--- config.mk ---
export PLATFORM = sky130hd
export DESIGN_NAME = hamming_rd_ctrl_flat
export DESIGN_NICKNAME = d
export VERILOG_FILES = /design/src/rtl/hamming_rd_if.sv /design/src/rtl/hamming_rd_ctrl.sv /design/src/flat_wrapper.sv
export SDC_FILE = /design/constraint.sdc
export NUM_CORES = 2
export LEC_CHECK = 0
export BUFFER_PORTS_ARGS = -buffer_cell sky130_fd_sc_hd__buf_4
export CORE_AREA = 2 2 426 428
export CTS_CLUSTER_DIAMETER = 200
export DETAILED_ROUTE_END_ITERATION = 10
export DIE_AREA = 0 0 428 430
export PLACE_DENSITY = 0.48
export SYNTH_ARGS = -nofsm -noshare
export SYNTH_HDL_FRONTEND = slang
export SYNTH_SLANG_ARGS = --single-unit
--- constraint.sdc ---
create_clock -name clk -period 2.9 [get_ports clk]
set_clock_uncertainty 0.1 [all_clocks]
set_input_delay 0.145 -clock clk [delete_from_list [all_inputs] [get_ports clk]]
set_output_delay 0.145 -clock clk [all_outputs]
set_load 0.02 [all_outputs]
--- src/rtl/hamming_rd_if.sv ---
// Bus bundle between the ECC FIFO/decoder, the read controller and the downstream consumer.
// Stream handshake: a beat transfers on a rising edge where o_valid && i_ready; while
// o_valid is high and i_ready is low, o_data/o_cerr/o_uerr/o_err_pos hold their values.
interface hamming_rd_if #(
  parameter int DW = 512,
  parameter int PW = 10
);
  logic          i_fifo_empty;
  logic          o_fifo_rreq;
  logic [DW-1:0] i_data;
  logic [PW-1:0] i_err_pos;
  logic          o_valid;
  logic          i_ready;
  logic [DW-1:0] o_data;
  logic          o_cerr;
  logic          o_uerr;
  logic [PW-1:0] o_err_pos;

  modport master (
    input  i_fifo_empty, i_data, i_err_pos, i_ready,
    output o_fifo_rreq, o_valid, o_data, o_cerr, o_uerr, o_err_pos
  );

  modport slave (
    output i_fifo_empty, i_data, i_err_pos, i_ready,
    input  o_fifo_rreq, o_valid, o_data, o_cerr, o_uerr, o_err_pos
  );
endinterface

--- src/rtl/hamming_rd_ctrl.sv ---
// Read-side controller behind the Hamming ECC FIFO: pops decoded words into a 2-entry
// buffer, streams them out, classifies decoder syndromes and keeps saturating error counters.
module hamming_rd_ctrl #(
  parameter int DW = 512,
  parameter int PW = 10,
  parameter int CW = 16
) (
  input  logic          clk,
  input  logic          reset,
  hamming_rd_if.master  bus,
  input  logic          i_clr_cnt,
  output logic [CW-1:0] o_cerr_cnt,
  output logic [CW-1:0] o_uerr_cnt,
  output logic          o_uerr_sticky,
  output logic [1:0]    o_dbg_state
);

  typedef enum logic [1:0] {
    S_EMPTY = 2'd0,
    S_ONE   = 2'd1,
    S_TWO   = 2'd2
  } state_e;

  typedef struct packed {
    logic [DW-1:0] data;
    logic [PW-1:0] pos;
    logic          cerr;
    logic          uerr;
  } entry_t;

  localparam int unsigned   POS_LIMIT = DW + PW;
  localparam logic [CW-1:0] CNT_MAX   = {CW{1'b1}};

  state_e        state_q, state_d;
  entry_t        head_q, head_d, skid_q, skid_d, in_e;
  logic [CW-1:0] cerr_cnt_q, cerr_cnt_d, uerr_cnt_q, uerr_cnt_d;
  logic          sticky_q, sticky_d;
  logic          rreq, valid, pop, drain;
  logic [31:0]   pos_ext;

  // State register
  always_ff @(posedge clk) begin
    if (reset) state_q <= S_EMPTY;
    else       state_q <= state_d;
  end

  // Next-state logic
  always_comb begin
    state_d = state_q;
    unique case (state_q)
      S_EMPTY: if (pop) state_d = S_ONE;
      S_ONE: begin
        if (pop && !drain)      state_d = S_TWO;
        else if (!pop && drain) state_d = S_EMPTY;
      end
      S_TWO:   if (drain) state_d = S_ONE;
      default: state_d = S_EMPTY;
    endcase
  end

  // FSM outputs; rreq deliberately ignores i_ready to keep ready off the pop path.
  always_comb begin
    rreq  = 1'b0;
    valid = 1'b0;
    if (!reset && !bus.i_fifo_empty && (state_q != S_TWO)) rreq = 1'b1;
    if (state_q != S_EMPTY) valid = 1'b1;
  end

  assign pop   = rreq;
  assign drain = valid && bus.i_ready;

  // Classify the head word's syndrome as it is captured.
  always_comb begin
    pos_ext     = 32'(bus.i_err_pos);
    in_e.data   = bus.i_data;
    in_e.pos    = bus.i_err_pos;
    in_e.cerr   = (pos_ext != 32'd0) && (pos_ext <= POS_LIMIT);
    in_e.uerr   = (pos_ext > POS_LIMIT);
  end

  always_comb begin
    head_d = head_q;
    skid_d = skid_q;
    unique case (state_q)
      S_EMPTY: if (pop) head_d = in_e;
      S_ONE: begin
        if (pop && drain) head_d = in_e;
        else if (pop)     skid_d = in_e;
      end
      S_TWO:   if (drain) head_d = skid_q;
      default: ;
    endcase
  end

  // Clear first, then count the pop of the same cycle.
  always_comb begin
    cerr_cnt_d = i_clr_cnt ? '0 : cerr_cnt_q;
    uerr_cnt_d = i_clr_cnt ? '0 : uerr_cnt_q;
    sticky_d   = i_clr_cnt ? 1'b0 : sticky_q;
    if (pop && in_e.cerr && (cerr_cnt_d != CNT_MAX)) cerr_cnt_d = cerr_cnt_d + 1'b1;
    if (pop && in_e.uerr) begin
      sticky_d = 1'b1;
      if (uerr_cnt_d != CNT_MAX) uerr_cnt_d = uerr_cnt_d + 1'b1;
    end
  end

  always_ff @(posedge clk) begin
    if (reset) begin
      head_q     <= '0;
      skid_q     <= '0;
      cerr_cnt_q <= '0;
      uerr_cnt_q <= '0;
      sticky_q   <= 1'b0;
    end else begin
      head_q     <= head_d;
      skid_q     <= skid_d;
      cerr_cnt_q <= cerr_cnt_d;
      uerr_cnt_q <= uerr_cnt_d;
      sticky_q   <= sticky_d;
    end
  end

  assign bus.o_fifo_rreq = rreq;
  assign bus.o_valid     = valid;
  assign bus.o_data      = head_q.data;
  assign bus.o_err_pos   = head_q.pos;
  assign bus.o_cerr      = head_q.cerr;
  assign bus.o_uerr      = head_q.uerr;
  assign o_cerr_cnt      = cerr_cnt_q;
  assign o_uerr_cnt      = uerr_cnt_q;
  assign o_uerr_sticky   = sticky_q;
  assign o_dbg_state     = state_q;

endmodule

--- src/flat_wrapper.sv ---
// flat-port wrapper written by rule: the top's interface ports become plain ports
module hamming_rd_ctrl_flat 
#(
  parameter int DW = 512,
  parameter int PW = 10,
  parameter int CW = 16
)
  (clk, reset, i_clr_cnt, o_cerr_cnt, o_uerr_cnt, o_uerr_sticky, o_dbg_state, bus_i_fifo_empty, bus_i_data, bus_i_err_pos, bus_i_ready, bus_o_fifo_rreq, bus_o_valid, bus_o_data, bus_o_cerr, bus_o_uerr, bus_o_err_pos);
  hamming_rd_if #(.DW(DW), .PW(PW)) bus_i ();
  input  logic clk;
  input  logic reset;
  input  logic i_clr_cnt;
  output logic [CW-1:0] o_cerr_cnt;
  output logic [CW-1:0] o_uerr_cnt;
  output logic o_uerr_sticky;
  output logic [1:0] o_dbg_state;
  input wire logic [$bits(bus_i.i_fifo_empty)-1:0] bus_i_fifo_empty;
  input wire logic [$bits(bus_i.i_data)-1:0] bus_i_data;
  input wire logic [$bits(bus_i.i_err_pos)-1:0] bus_i_err_pos;
  input wire logic [$bits(bus_i.i_ready)-1:0] bus_i_ready;
  output wire logic [$bits(bus_i.o_fifo_rreq)-1:0] bus_o_fifo_rreq;
  output wire logic [$bits(bus_i.o_valid)-1:0] bus_o_valid;
  output wire logic [$bits(bus_i.o_data)-1:0] bus_o_data;
  output wire logic [$bits(bus_i.o_cerr)-1:0] bus_o_cerr;
  output wire logic [$bits(bus_i.o_uerr)-1:0] bus_o_uerr;
  output wire logic [$bits(bus_i.o_err_pos)-1:0] bus_o_err_pos;
  assign bus_i.i_fifo_empty = bus_i_fifo_empty;
  assign bus_i.i_data = bus_i_data;
  assign bus_i.i_err_pos = bus_i_err_pos;
  assign bus_i.i_ready = bus_i_ready;
  assign bus_o_fifo_rreq = bus_i.o_fifo_rreq;
  assign bus_o_valid = bus_i.o_valid;
  assign bus_o_data = bus_i.o_data;
  assign bus_o_cerr = bus_i.o_cerr;
  assign bus_o_uerr = bus_i.o_uerr;
  assign bus_o_err_pos = bus_i.o_err_pos;
  hamming_rd_ctrl #(.DW(DW), .PW(PW), .CW(CW)) u_core (.clk(clk), .reset(reset), .bus(bus_i), .i_clr_cnt(i_clr_cnt), .o_cerr_cnt(o_cerr_cnt), .o_uerr_cnt(o_uerr_cnt), .o_uerr_sticky(o_uerr_sticky), .o_dbg_state(o_dbg_state));
endmodule
==> flow_summary.json <==
{
  "status": "finished, final reports clean",
  "setup_slack_ns": 0.1289,
  "postSynthCellCount": 5432,
  "rsz0062_at_grt": "true",
  "design_area_sq_mm": 0.06439,
  "timing.rr.start": "u_core.o_dbg_state[1]",
  "cts_max_level": 4,
  "path_buf_inv": 2,
  "total_power_mw": 38.75,
  "pre_cts_slack_ns": 0.3941,
  "route.detailed.drc": 0,
  "power.switching_mw": 10.48,
  "crit_end": "u_core.skid_q[81]",
  "yosysWarnings": 0,
  "clkSinkCount": 1083,
  "p_per_area_mw_per_mm2": 601.8,
  "finalHoldViolCount": 0,
  "relSlewSlack_pct": 21.79,
  "avgRoutedWirePerCell_um": 18.92,
  "internal-power_mw": 28.27,
  "path_depth": 6,
  "fin_cells": 9500,
  "cts_setup_buffers": 0,
  "max_stage_delay_ns": 0.69,
  "post_dp_cell_area_sq_mm": 0.05281,
  "dr.pass1.iters": 7,
  "syn_to_final_growth_pct": 53.90,
  "setup_viol": 0,
  "crit_chain": "nor2_1 -> nand2_4 -> buf_4 -> nand2_1 -> a21oi_1 -> dlygate4sd3_1",
  "p_sw_share_pct": 27.04,
  "cts_buffers": 132,
  "clock_latency_ns": 0.80,
  "synth_edf_count": 0,
  "portBuffers": 1087,
  "syn_avg_cell_area_sq_um": 7.702,
  "routed_wl_um": 179700,
  "grt_max_degree": 210,
  "synthArstFlopShare_pct": 0,
  "clock_path_buffers": 3,
  "synth.largest_area_cell": "dfxtp_1",
  "startpoint": "u_core.o_dbg_state[1]",
  "critPathArrivalTime_ns": 3.42,
  "endpoint_kind": "flop",
  "cp_max_fo": 49,
  "timing.fmax_mhz": 360.9,
  "final_common_cell": "nand2_1",
  "nets": 7551,
  "via_per_inst": 4.682,
  "placed_cells": 8544,
  "ant_nets": 0,
  "synth-main-ff-cell": "dfxtp_1",
  "reg2reg_to": "u_core.skid_q[81]",
  "holdCritPathClass": "in2reg",
  "fin_crit_sh_pct": 95.55,
  "grtUsageTotal_pct": 18.54,
  "core_region_area_sq_mm": 0.1798,
  "cts_tree": "yes",
  "irDropWorstVdd_v": 0.0005256,
  "leakagePower_nw": 25.14,
  "clkTransAtPathRegs_ns": 0.06,
  "required_ns": 3.55,
  "maxCapViolCount": 0,
  "rows": 156,
  "first_global_vias": 41700,
  "drtIter0Drc": 3147,
  "r2r_cells": 6,
  "seq_power_share_pct": 41.4,
  "drive_gt1_share_pct": 20.21,
  "ios": 1088,
  "power_frac_comb_pct": 14.6,
  "slew_viol_final": 0,
  "ys_top_cells_by_area": "dfxtp_1 52%, nand2_1 19%, a311oi_1 11%",
  "synth_cell_types": 54,
  "cts-root-buf": "clkbuf_16",
  "die_h_um": 430,
  "cpMaxStageDelayCell": "dfxtp_1",
  "synthesis.nets": 5961,
  "vias": 44480,
  "start_util_pct": 23.27,
  "syn_area_sq_mm": 0.04184,
  "fin_setup_tns_ns": 0,
  "synth.top_cell.area_share_pct": 51.82,
  "critPathKind": "reg2reg",
  "worstSetupStartpointType": "flop",
  "period_minus_slack_ns": 2.771,
  "worst_pin_slew_ns": 1.173,
  "antenna_found_initial": 11,
  "ys_seq_area_share_pct": 51.82,
  "gp_congestion": 0.8616,
  "dp_hpwl_um": 120800,
  "rrSetupSlack_ns": 0.13,
  "p_clk_share_pct": 43.9,
  "die_area_sq_mm": 0.1840,
  "grt_pass1_wl_um": 266500,
  "critPathTopFamily": "buffers and inverters",
  "overflow": 0,
  "final_cell_mix": "2112 x nand2_1, 1177 x buf_4, 1083 x dfxtp_1",
  "ys_ff_latch": 1083,
  "die_w_um": 428
}
-- registers in the layout, indices dropped and copies added, names as in the netlist --
| signal | cells |
|---|---|
| u_core.o_dbg_state | 2 |
| u_core.o_cerr_cnt | 16 |
| u_core.o_uerr_cnt | 16 |
| u_core.o_uerr_sticky | 1 |
| u_core.bus.o_data | 512 |
| u_core.skid_q | 524 |
| u_core.bus.o_cerr | 1 |
| u_core.bus.o_uerr | 1 |
| u_core.bus.o_err_pos | 10 |
-- worst register-to-register path: cells and delay by family (launching register included) --
kind,cells,cell delay (ns)
buffers and inverters,2,1.16
flip-flops,1,0.69
AND/OR/NAND/NOR,3,0.59
AO/OA/AOI/OAI,1,0.18
-- through the flow --
step | util, % | hold WS [ns]
final | 35.82 | 0.07470
after global routing | 35.81 | 0.05177
after CTS | 35.80 | 0.00005729
after detailed placement | 29.38 | 0.2686
after global placement | 29.38 | 0.2603
after floorplan | - | 0.1218
-- synthesized netlist by cell type, types with 2 or more instances --
library cell / count
and3_1: 4
buf_2: 5
dfxtp_1: 1083
clkbuf_1: 450
o41ai_1: 2
nor2b_1: 10
o31ai_1: 9
inv_1: 4
nor3_1: 6
nand4b_1: 3
or2_2: 3
ha_1: 2
nand4_1: 5
a21oi_1: 548
nand2_1: 2113
nor2_1: 540
nand3b_1: 2
o311ai_0: 6
a41o_1: 3
a311oi_1: 527
o211ai_1: 5
o21ai_0: 6
or4_4: 2
buf_1: 26
nand2b_1: 3
buf_6: 2
nor3b_1: 2
mux2_2: 2
nor4_1: 2
nand3_1: 14
a2111o_1: 3
or4_1: 12
or3_1: 7
-- per-layer routing --
layer	vias up	track usage, %	share of wire, %
met5	-	0	0
met4	0	8.563	4.5
met3	343	4.363	6.2
met2	1368	30.01	47
met1	21180	23.28	42
li1	21590	-	-
-- power groups by stage --
stage / sequential [mW] / clock (mW) / combinational [mW]
final: 16.1 / 17.0 / 5.67
after global routing: 16.1 / 18.0 / 6.08
after CTS: 16.1 / 17.5 / 5.70
after detailed placement: 16.4 / 0 / 4.85
after global placement: 16.4 / 0 / 4.82
after floorplan: 17.0 / 0 / 1.65
-- worst min path at each step --
| stage | start | to | slack [ns] | cells after the start |
|---|---|---|---|---|
| global route | bus_i_data[128] | u_core.skid_q[140] | 0.05 | 4 |
| floorplan | bus_i_ready | u_core.o_dbg_state[1] | 0.12 | 1 |
| finish | bus_i_data[82] | u_core.skid_q[94] | 0.07 | 4 |
| CTS | bus_i_data[94] | u_core.bus.o_data[94] | 0.00006 | 4 |
| detailed placement | bus_i_ready | u_core.o_dbg_state[1] | 0.27 | 2 |
| global placement | bus_i_ready | u_core.o_dbg_state[1] | 0.26 | 2 |
-- layout make-up --
class                   instances  area [sq um]
fillers                     18610        115400
flip-flops and latches       1083         21680
multi-input cells            3861         18350
repair buffers               1940         16960
clock buffers                 199          3953
well taps                    2370          2965
clock inverters                33         441.7
diodes                         10         25.02
inverters                       4         15.01
-- cells by family (layout without fill, tap and decap cells) --
family / Yosys count / after routing / share of synthesized area [%]
AND/OR/NAND/NOR: 2734 / 2734 / 25.08
buffers and inverters: 488 / 2176 / 4.438
multiplexers: 3 / 3 / 0.07775
flip-flops: 1083 / 1083 / 51.82
adder cells (fa/ha/maj): 2 / 2 / 0.05980
other: 0 / 10 / 0
AO/OA/AOI/OAI: 1122 / 1122 / 18.52
-- repair_timing --
item,CTS,global route
resized for setup,0,1
hold buffers,714,0
setup endpoints to repair,0,11
endpoints found under the hold margin,1077,0
Power figures use the tool's default switching activity.
